==> src/rtl/vga_pkg.sv <==
// VGA 640x480@60 timing constants and pixel type shared by the display stage.
// Both modules import this package.
package vga_pkg;
  localparam int S  = 32;
  // Counter width: holds a line length and a frame height of up to 4095.
  localparam int CW = 12;

  localparam int H_VIS     = 640;
  localparam int H_FP      = 16;
  localparam int H_SP      = 96;
  localparam int H_BP      = 48;
  localparam int V_VIS     = 480;
  localparam int V_FP      = 10;
  localparam int V_SP      = 2;
  localparam int V_BP      = 33;
  localparam int IMG_W     = 100;
  localparam int IMG_H     = 100;
  localparam int BASE_ADDR = 30000;

  localparam int H_TOT    = H_VIS + H_FP + H_SP + H_BP;
  localparam int V_TOT    = V_VIS + V_FP + V_SP + V_BP;
  localparam int HS_START = H_VIS + H_FP;
  localparam int HS_END   = HS_START + H_SP - 1;
  localparam int VS_START = V_VIS + V_FP;
  localparam int VS_END   = VS_START + V_SP - 1;

  typedef logic [23:0] pixel_t;

  function automatic int minInt(input int a, input int b);
    return (a < b) ? a : b;
  endfunction
endpackage

==> src/rtl/vga_timing_counter.sv <==
// Pixel-enable divider and the h/v scan counters.
// Produces the region flags and the frame markers for the current pixel.
module vga_timing_counter
  import vga_pkg::*;
#(
  parameter int HVis = H_VIS,
  parameter int HFp  = H_FP,
  parameter int HSp  = H_SP,
  parameter int HBp  = H_BP,
  parameter int VVis = V_VIS,
  parameter int VFp  = V_FP,
  parameter int VSp  = V_SP,
  parameter int VBp  = V_BP,
  parameter int ImgW = IMG_W,
  parameter int ImgH = IMG_H
) (
  input  logic clk_i,
  input  logic rst_ni,
  output logic pix_en_o,
  output logic vga_clk_o,
  output logic in_img_o,
  output logic hs_n_o,
  output logic vs_n_o,
  output logic frame_start_o,
  output logic frame_last_o
);
  localparam int HTot = HVis + HFp + HSp + HBp;
  localparam int VTot = VVis + VFp + VSp + VBp;

  localparam logic [CW-1:0] HLast   = CW'(HTot - 1);
  localparam logic [CW-1:0] VLast   = CW'(VTot - 1);
  localparam logic [CW-1:0] HsLo    = CW'(HVis + HFp);
  localparam logic [CW-1:0] HsHi    = CW'(HVis + HFp + HSp - 1);
  localparam logic [CW-1:0] VsLo    = CW'(VVis + VFp);
  localparam logic [CW-1:0] VsHi    = CW'(VVis + VFp + VSp - 1);
  // An image larger than the visible area is clipped to it.
  localparam logic [CW-1:0] ImgWEff = CW'(minInt(ImgW, HVis));
  localparam logic [CW-1:0] ImgHEff = CW'(minInt(ImgH, VVis));

  logic          pix_en_q, pix_en_d;
  logic          vga_clk_q, vga_clk_d;
  logic [CW-1:0] h_cnt_q, h_cnt_d;
  logic [CW-1:0] v_cnt_q, v_cnt_d;

  // Each pixel spans two clk: the counters step only when pix_en is set.
  always_comb begin
    pix_en_d  = ~pix_en_q;
    vga_clk_d = pix_en_q;
    h_cnt_d   = h_cnt_q;
    v_cnt_d   = v_cnt_q;
    if (pix_en_q) begin
      if (h_cnt_q == HLast) begin
        h_cnt_d = '0;
        v_cnt_d = (v_cnt_q == VLast) ? '0 : v_cnt_q + CW'(1);
      end else begin
        h_cnt_d = h_cnt_q + CW'(1);
      end
    end
  end

  always_ff @(posedge clk_i or negedge rst_ni) begin
    if (!rst_ni) begin
      pix_en_q  <= 1'b0;
      vga_clk_q <= 1'b1;
      h_cnt_q   <= '0;
      v_cnt_q   <= '0;
    end else begin
      pix_en_q  <= pix_en_d;
      vga_clk_q <= vga_clk_d;
      h_cnt_q   <= h_cnt_d;
      v_cnt_q   <= v_cnt_d;
    end
  end

  assign pix_en_o      = pix_en_q;
  assign vga_clk_o     = vga_clk_q;
  assign in_img_o      = (h_cnt_q < ImgWEff) && (v_cnt_q < ImgHEff);
  assign hs_n_o        = !((h_cnt_q >= HsLo) && (h_cnt_q <= HsHi));
  assign vs_n_o        = !((v_cnt_q >= VsLo) && (v_cnt_q <= VsHi));
  assign frame_start_o = pix_en_q && (h_cnt_q == '0) && (v_cnt_q == '0);
  assign frame_last_o  = pix_en_q && (h_cnt_q == HLast) && (v_cnt_q == VLast);
endmodule

==> src/rtl/vga_frame_scanner.sv <==
// VGA display stage: reads the image linearly from data RAM and drives the DAC.
// Output path: colour, syncs and pixel clock, with a two-clk read pipeline.
module vga_frame_scanner
  import vga_pkg::*;
#(
  parameter int HVis     = H_VIS,
  parameter int HFp      = H_FP,
  parameter int HSp      = H_SP,
  parameter int HBp      = H_BP,
  parameter int VVis     = V_VIS,
  parameter int VFp      = V_FP,
  parameter int VSp      = V_SP,
  parameter int VBp      = V_BP,
  parameter int ImgW     = IMG_W,
  parameter int ImgH     = IMG_H,
  parameter int BaseAddr = BASE_ADDR
) (
  input  logic         clk,
  input  logic         rst,
  input  logic [S-1:0] mem_rdata,
  output logic [S-1:0] mem_addr,
  output logic         mem_rd_en,
  output logic         frame_start,
  output pixel_t       rgb,
  output logic         h_sync,
  output logic         v_sync,
  output logic         vga_clk
);
  localparam logic [S-1:0] Base = S'(BaseAddr);

  logic         pix_en, in_img, hs_n, vs_n, frame_last;
  logic [S-1:0] addr_q, addr_d;
  logic         img_p_q, img_p_d;
  logic         hs_p_q, hs_p_d;
  logic         vs_p_q, vs_p_d;
  pixel_t       rgb_q, rgb_d;
  logic         h_sync_q, h_sync_d;
  logic         v_sync_q, v_sync_d;
  logic         unused_rdata_hi;

  vga_timing_counter #(
    .HVis(HVis), .HFp(HFp), .HSp(HSp), .HBp(HBp),
    .VVis(VVis), .VFp(VFp), .VSp(VSp), .VBp(VBp),
    .ImgW(ImgW), .ImgH(ImgH)
  ) u_timing (
    .clk_i        (clk),
    .rst_ni       (rst),
    .pix_en_o     (pix_en),
    .vga_clk_o    (vga_clk),
    .in_img_o     (in_img),
    .hs_n_o       (hs_n),
    .vs_n_o       (vs_n),
    .frame_start_o(frame_start),
    .frame_last_o (frame_last)
  );

  // The base is reloaded on the frame's last pixel so that (0,0) already
  // presents BASE_ADDR and line 0 reads BASE_ADDR.. without a repeated word.
  always_comb begin
    addr_d   = addr_q;
    img_p_d  = img_p_q;
    hs_p_d   = hs_p_q;
    vs_p_d   = vs_p_q;
    rgb_d    = rgb_q;
    h_sync_d = h_sync_q;
    v_sync_d = v_sync_q;
    if (pix_en) begin
      img_p_d = in_img;
      hs_p_d  = hs_n;
      vs_p_d  = vs_n;
      if (frame_last) begin
        addr_d = Base;
      end else if (in_img) begin
        addr_d = addr_q + S'(1);
      end
    end else begin
      rgb_d    = img_p_q ? mem_rdata[23:0] : '0;
      h_sync_d = hs_p_q;
      v_sync_d = vs_p_q;
    end
  end

  always_ff @(posedge clk or negedge rst) begin
    if (!rst) begin
      addr_q   <= Base;
      img_p_q  <= 1'b0;
      hs_p_q   <= 1'b1;
      vs_p_q   <= 1'b1;
      rgb_q    <= '0;
      h_sync_q <= 1'b1;
      v_sync_q <= 1'b1;
    end else begin
      addr_q   <= addr_d;
      img_p_q  <= img_p_d;
      hs_p_q   <= hs_p_d;
      vs_p_q   <= vs_p_d;
      rgb_q    <= rgb_d;
      h_sync_q <= h_sync_d;
      v_sync_q <= v_sync_d;
    end
  end

  assign unused_rdata_hi = ^mem_rdata[S-1:24];
  assign mem_addr  = addr_q;
  assign mem_rd_en = pix_en && in_img;
  assign rgb       = rgb_q;
  assign h_sync    = h_sync_q;
  assign v_sync    = v_sync_q;
endmodule

==> config.mk <==
export PLATFORM = sky130hd
export DESIGN_NAME = vga_frame_scanner
export DESIGN_NICKNAME = d
export VERILOG_FILES = /design/src/rtl/vga_pkg.sv /design/src/rtl/vga_timing_counter.sv /design/src/rtl/vga_frame_scanner.sv
export SDC_FILE = /design/constraint.sdc
export NUM_CORES = 1
export LEC_CHECK = 0
export ABC_AREA = 1
export CAP_MARGIN = 20
export CORE_ASPECT_RATIO = 0.6
export CORE_MARGIN = 2
export CORE_UTILIZATION = 52
export CTS_BUF_LIST = sky130_fd_sc_hd__clkbuf_16
export CTS_CLUSTER_SIZE = 10
export DETAILED_ROUTE_END_ITERATION = 16
export PLACE_DENSITY = 0.93
export SLEW_MARGIN = 25
export SYNTH_ARGS = -nofsm -noshare
export SYNTH_HDL_FRONTEND = slang
export SYNTH_SLANG_ARGS = --single-unit
==> constraint.sdc <==
create_clock -name clk -period 2.1 [get_ports clk]
set_input_delay 0.315 -clock clk [delete_from_list [all_inputs] [get_ports clk]]
set_output_delay 0.315 -clock clk [all_outputs]
set_load 0.005 [all_outputs]
==> results of run 1 <==
[worst max-delay path, stage by stage, from the launching register on]
cell	delay, ns
dfrtp_1	0.43
or2_0	0.25
nor2_2	0.12
nand4_1	0.10
nor3_2	0.18
dlygate4sd2_1	0.25
[cell usage after synthesis (all sizes together)]
cell    number
a21oi       23
a31oi        2
buf         10
clkbuf       8
dfrtp       75
dfstp       12
ha           5
inv         72
nand2      176
nand3       78
nand3b       8
nand4       16
nor2       100
nor3        20
nor3b        1
nor4         2
o211ai       1
o21ai       21
or2          1
xor2        10
[logic make-up after synthesis]
| kind of cell | after synthesis |
|---|---|
| and+or+nand+nor | 402 |
| buffers and inverters | 90 |
| DFF | 87 |
| AOI/OAI and AO/OA | 47 |
| xor gates and xnor gates | 10 |
| adders and majority gates | 5 |
[worst max path at each step]
stage	startpoint	endpoint	slack (ns)	cells after the start
floorplan	mem_addr[8]$_DFFE_PN1P_	mem_addr[27]$_DFFE_PN0P_	0.59	9
global placement	u_timing.v_cnt_q[11]$_DFFE_PN0P_	frame_start	0.12	6
detailed placement	u_timing.v_cnt_q[11]$_DFFE_PN0P_	frame_start	0.09	6
CTS	u_timing.v_cnt_q[11]$_DFFE_PN0P_	mem_rd_en	0.03	6
global route	u_timing.v_cnt_q[7]$_DFFE_PN0P_	frame_start	0.003	5
finish	u_timing.v_cnt_q[7]$_DFFE_PN0P_	frame_start	0.1	5
[registers in the layout (all words and copies together) (netlist names)]
| register | flops |
|---|---|
| img_p_q | 1 |
| vs_p_q | 1 |
| rgb | 24 |
| u_timing.pix_en_o | 1 |
| u_timing.v_cnt_q | 12 |
| u_timing.h_cnt_q | 12 |
| u_timing.vga_clk_o | 1 |
| mem_addr | 32 |
| h_sync | 1 |
| v_sync | 1 |
| hs_p_q | 1 |
[layer usage]
layer | vias up | wire length (um) | part of all wire (%) | global-route usage, %
met4 | 0 | 189 | 1.4 | 7.69
met5 | - | 0 | 0 | 0
met1 | 2209 | 5850 | 44 | 41.5
met2 | 267 | 5790 | 43 | 42.0
met3 | 26 | 1550 | 12 | 9.03
li1 | 2247 | - | - | -
[timing repair]
action,CTS,global route
hold buffers,1,0
endpoints found under the hold margin,25,0
setup endpoints to repair,2,20
pin swaps,4,2
buffers inserted,2,1
gates resized for setup,6,9
[report_power, final]
part | switching (W) | total [W] | leakage, nW | internal (W)
sequential | 0.0000144 | 0.00171 | 1.09 | 0.00170
combinational | 0.0000654 | 0.000161 | 1.70 | 0.0000958
clock | 0.000711 | 0.00153 | 0.143 | 0.000817
total | 0.000791 | 0.00340 | 2.93 | 0.00261
[metrics by stage]
stage / std cells / setup WS (ns)
5_1_grt: 852 / 0.00255
6_report: 852 / 0.0970
4_1_cts: 851 / 0.0345
3_3_place_gp: 832 / 0.120
3_5_place_dp: 832 / 0.0862
2_1_floorplan: 641 / 0.591
[final cells by class]
class / count / area, um2 / share of cell area [%]
clock inverters: 7 / 55.1 / 0.906
inverters: 72 / 273 / 4.49
repair buffers: 101 / 983 / 16.2
flip-flops and latches: 87 / 2190 / 36.1
clock buffers: 9 / 225 / 3.71
well taps: 112 / 140 / 2.31
multi-input cells: 464 / 2210 / 36.3
==> flow_summary.json, run 1 <==
{
  "status": "finished, final reports clean",
  "yosys.area.top_type": "dfrtp_1",
  "io_buffer_count": 86,
  "viasPerCell": 5.57,
  "n_fill_cell": 627,
  "die_area_um2": 9920,
  "setup_viol": 0,
  "synth_top_area_share_pct": 39.6,
  "synth_warnings": 0,
  "min_from": "h_sync$_DFFE_PN1N_",
  "seq_area_frac_synth_pct": 46.3,
  "synthTopCellsByArea": "dfrtp_1, nand2_1, nand3_1",
  "place_area_um2": 5730,
  "hold_viol": 0,
  "clock_latency_ns": 0.35,
  "min_to": "h_sync$_DFFE_PN1N_",
  "cp_max_fo": 4,
  "cts_buffers": 9,
  "synthCells": 641,
  "ys_types": 32,
  "synthesis.area_um2": 4740,
  "worst_pin_slew_ns": 0.797,
  "wl_per_cell_um": 15.7,
  "layout_commonest_cell": "nand2_1",
  "pin_count": 95,
  "synth_nets": 680,
  "r2r_slack_ns": 0.14,
  "cts_root_buf": "clkbuf_16",
  "antenna_found_initial": 0,
  "p_leak_nw": 2.93,
  "grt_pass1_wl_um": 22600,
  "synth_fa_ha_area_share_pct": 1.32,
  "grt_pass1_vias": 4633,
  "p_total_w": 0.00340,
  "clk_pin_slew_ns": 0.06,
  "crit_required_ns": 1.78,
  "r2r_start": "u_timing.h_cnt_q[0]$_DFFE_PN0P_",
  "worstReg2RegEnd": "mem_addr[26]$_DFFE_PN0P_",
  "grt_overflow_total": 0,
  "hold_class": "reg2reg",
  "synth-seq-cells": 87,
  "fin_crit_sh_pct": 95.4,
  "htree_levels": 3,
  "fp.dieH_um": 78.0,
  "final.min_clock_period_ns": 2.00,
  "synth_compound_area_share_pct": 5.07,
  "place_congestion": 0.953,
  "slew_headroom_pct": 46.8,
  "fp.dieW_um": 127,
  "nets": 774,
  "critPathKind": "reg2out",
  "hold_depth": 2,
  "drc": 0,
  "irDropWorstVdd_mv": 0.437,
  "synthXorXnorAreaFrac_pct": 1.85,
  "grt_max_degree": 40,
  "clkSinkCount": 87,
  "power_density_nw_per_um2": 560,
  "slew_violations": 0,
  "core_um2": 8690,
  "muxShareOfSynthArea_pct": 0,
  "rr_worst_depth": 9,
  "clockBufferDepth": 2,
  "dp_hpwl_um": 9660,
  "cts_tree": "done",
  "vias": 4749,
  "synth.avg_cell_area_um2": 7.39,
  "max-cap-violations": 0,
  "most-common-layout-cells": "nand2_1, nor2_1, clkdlybuf4s50_1, nand3_1, dfrtp_1",
  "area_growth_pct": 28.2,
  "rsz0062_at_grt": "false",
  "tns_ns": 0,
  "fin_area_um2": 6080,
  "end_kind": "output pin",
  "synth-simple-area-share_pct": 37.6,
  "synth_top_family_by_area": "simple AND/OR/NAND/NOR gates",
  "drive_above_1_share_pct": 9.86,
  "finClkSkew_ns": 0.0109,
  "fmax_mhz": 499,
  "drtIter0Drc": 523,
  "routed_wl_um": 13400,
  "start_kind": "flip-flop",
  "ant_nets": 0,
  "arrival_ns": 1.69,
  "final_core_util_pct": 70.0,
  "fp-row-count": 26,
  "n_antenna_cell": 0,
  "start_util_pct": 54.6,
  "dr.pass1.iters": 5,
  "grt_use_total_pct": 28.8,
  "holdWs_ns": 0.475
}
Note: power is estimated with default switching activity, not from simulation.
==> run 2: changes to the inputs <==
Settings changed: SKIP_CTS_REPAIR_TIMING set to 1.
==> run 2 against run 1 <==
  * The run now ends with setup timing left
  * Largest power group unchanged
  * Sequential share of layout area rose by 0.16 points
  * Sequential power barely moved
  * Maximum frequency fell by 13%
  * Highest routed layer unchanged
==> flow_summary.json, run 2 (synthesis gave the netlist of run 1 again) <==
{
  "n_fill_cell": 636,
  "n_antenna_cell": 0,
  "routed_wl_um": 13300,
  "die_area_um2": 9920,
  "slew_violations": 0,
  "clkPwrFrac_pct": 44.7,
  "power_density_nw_per_um2": 561,
  "fmax_mhz": 436,
  "drive_above_1_share_pct": 8.81,
  "hold_viol": 0,
  "finClkSkew_ns": 0.0105,
  "wl_per_cell_um": 15.7,
  "max-cap-violations": 0,
  "cp_top_family": "buffers and inverters",
  "htree_levels": 3,
  "swShare_pct": 23.0,
  "violations": "setup timing",
  "clk_pin_slew_ns": 0.06,
  "clockBufferDepth": 2,
  "fp.dieH_um": 78.0,
  "clkSinkCount": 87,
  "hold_class": "reg2reg",
  "p_seq_share_pct": 50.5,
  "largest_reg_flops": 32,
  "slowest_delay_ns": 0.53,
  "drc": 0,
  "area_growth_pct": 27.7,
  "place_congestion": 0.953,
  "pwr-share-comb_pct": 4.8,
  "most-common-layout-cells": "nand2_1, nor2_1, clkdlybuf4s50_1, nand3_1, dfrtp_1",
  "critPathKind": "reg2out",
  "dp_hpwl_um": 9660,
  "rsz0062_at_grt": "true",
  "ant_nets": 0,
  "crit_buf_inv": 2,
  "holdWs_ns": 0.476,
  "fin_crit_sh_pct": 109,
  "tns_ns": -0.193,
  "status": "finished, violations left",
  "path_cells": "inv_1 > ha_1 > nand4_1 > nor3_2 > clkdlybuf4s50_1",
  "cp_max_fo": 5,
  "grt_use_total_pct": 28.6,
  "layout_commonest_cell": "nand2_1",
  "fin_ws_ns": -0.193,
  "fp.dieW_um": 127,
  "clock_latency_ns": 0.35,
  "fp-row-count": 26,
  "slew_headroom_pct": 46.9,
  "antenna_found_initial": 0,
  "r2r_slack_ns": 0.16,
  "place_area_um2": 5730,
  "worst_pin_slew_ns": 0.796,
  "grt_max_degree": 40,
  "irDropWorstVdd_mv": 0.433,
  "dr.pass1.iters": 5,
  "cts_tree": "done",
  "setup_viol": 1,
  "start_kind": "flip-flop",
  "arrival_ns": 1.98,
  "drtIter0Drc": 485,
  "pin_count": 95,
  "viasPerCell": 5.58,
  "crit_required_ns": 1.78,
  "end_kind": "output pin",
  "grt_pass1_wl_um": 22500,
  "grt_pass1_vias": 4625,
  "slowest_stage": "clkdlybuf4s50_1",
  "nets": 772,
  "fin_area_um2": 6050,
  "p_int_w": 0.00261,
  "vias": 4743,
  "final.min_clock_period_ns": 2.29,
  "p_sw_w": 0.000781,
  "grt_overflow_total": 0,
  "start_util_pct": 54.6,
  "io_buffer_count": 86,
  "cts_root_buf": "clkbuf_16",
  "core_um2": 8690,
  "cts_buffers": 9,
  "p_leak_nw": 2.92
}
## run 2: layer usage
layer / vias to the layer above / global-route usage, % / part of all wire [%]
met5: - / 0 / 0
met3: 24 / 8.97 / 12
li1: 2237 / - / -
met2: 285 / 41.6 / 43
met1: 2197 / 41.4 / 44
met4: 0 / 8.02 / 1.3
## run 2: layout make-up
cell class / count / area [um2] / share of cell area, %
flip-flops and latches: 87 / 2190 / 36.2
multi-input cells: 464 / 2190 / 36.2
repair buffers: 99 / 977 / 16.1
inverters: 72 / 273 / 4.51
clock buffers: 9 / 225 / 3.72
well taps: 112 / 140 / 2.32
clock inverters: 7 / 55.1 / 0.910
## run 2: worst register-to-register path, delay by kind of cell (launching register included)
family	cells	cell delay, ns
AND/OR/NAND/NOR	7	1.00
flip-flops	1	0.38
buffers and inverters	1	0.23
adder cells (fa/ha/maj)	1	0.21
## run 2: power groups by stage
stage               sequential, W  combinational [W]  clock (W)
floorplan                 0.00175          0.0000183          0
global placement          0.00174           0.000157          0
detailed placement        0.00174           0.000162          0
CTS                       0.00171           0.000163    0.00153
global route              0.00172           0.000179    0.00162
finish                    0.00171           0.000161    0.00152
## run 2: final timing paths
| path | from | end | cells after the start |
|---|---|---|---|
| setup / recovery | u_timing.v_cnt_q[0]$_DFFE_PN0P_ | frame_start | 5 |
| hold / removal | h_sync$_DFFE_PN1N_ | h_sync$_DFFE_PN1N_ | 2 |
| setup reg to reg | u_timing.h_cnt_q[0]$_DFFE_PN0P_ | mem_addr[26]$_DFFE_PN0P_ | 9 |
| hold reg to reg | h_sync$_DFFE_PN1N_ | h_sync$_DFFE_PN1N_ | 2 |
| max in group asynchronous | rst | h_sync$_DFFE_PN1N_ | 3 |
| min in group asynchronous | rst | u_timing.h_cnt_q[3]$_DFFE_PN0P_ | 2 |
## run 2: metrics by stage
step	setup WS, ns	total power, W	std cells	util, %
floorplan	0.591	0.00176	641	-
global placement	0.120	0.00190	832	66.0
detailed placement	0.0862	0.00191	832	66.0
CTS	-0.290	0.00341	848	69.2
global route	-0.320	0.00351	850	69.7
finish	-0.193	0.00339	850	69.7
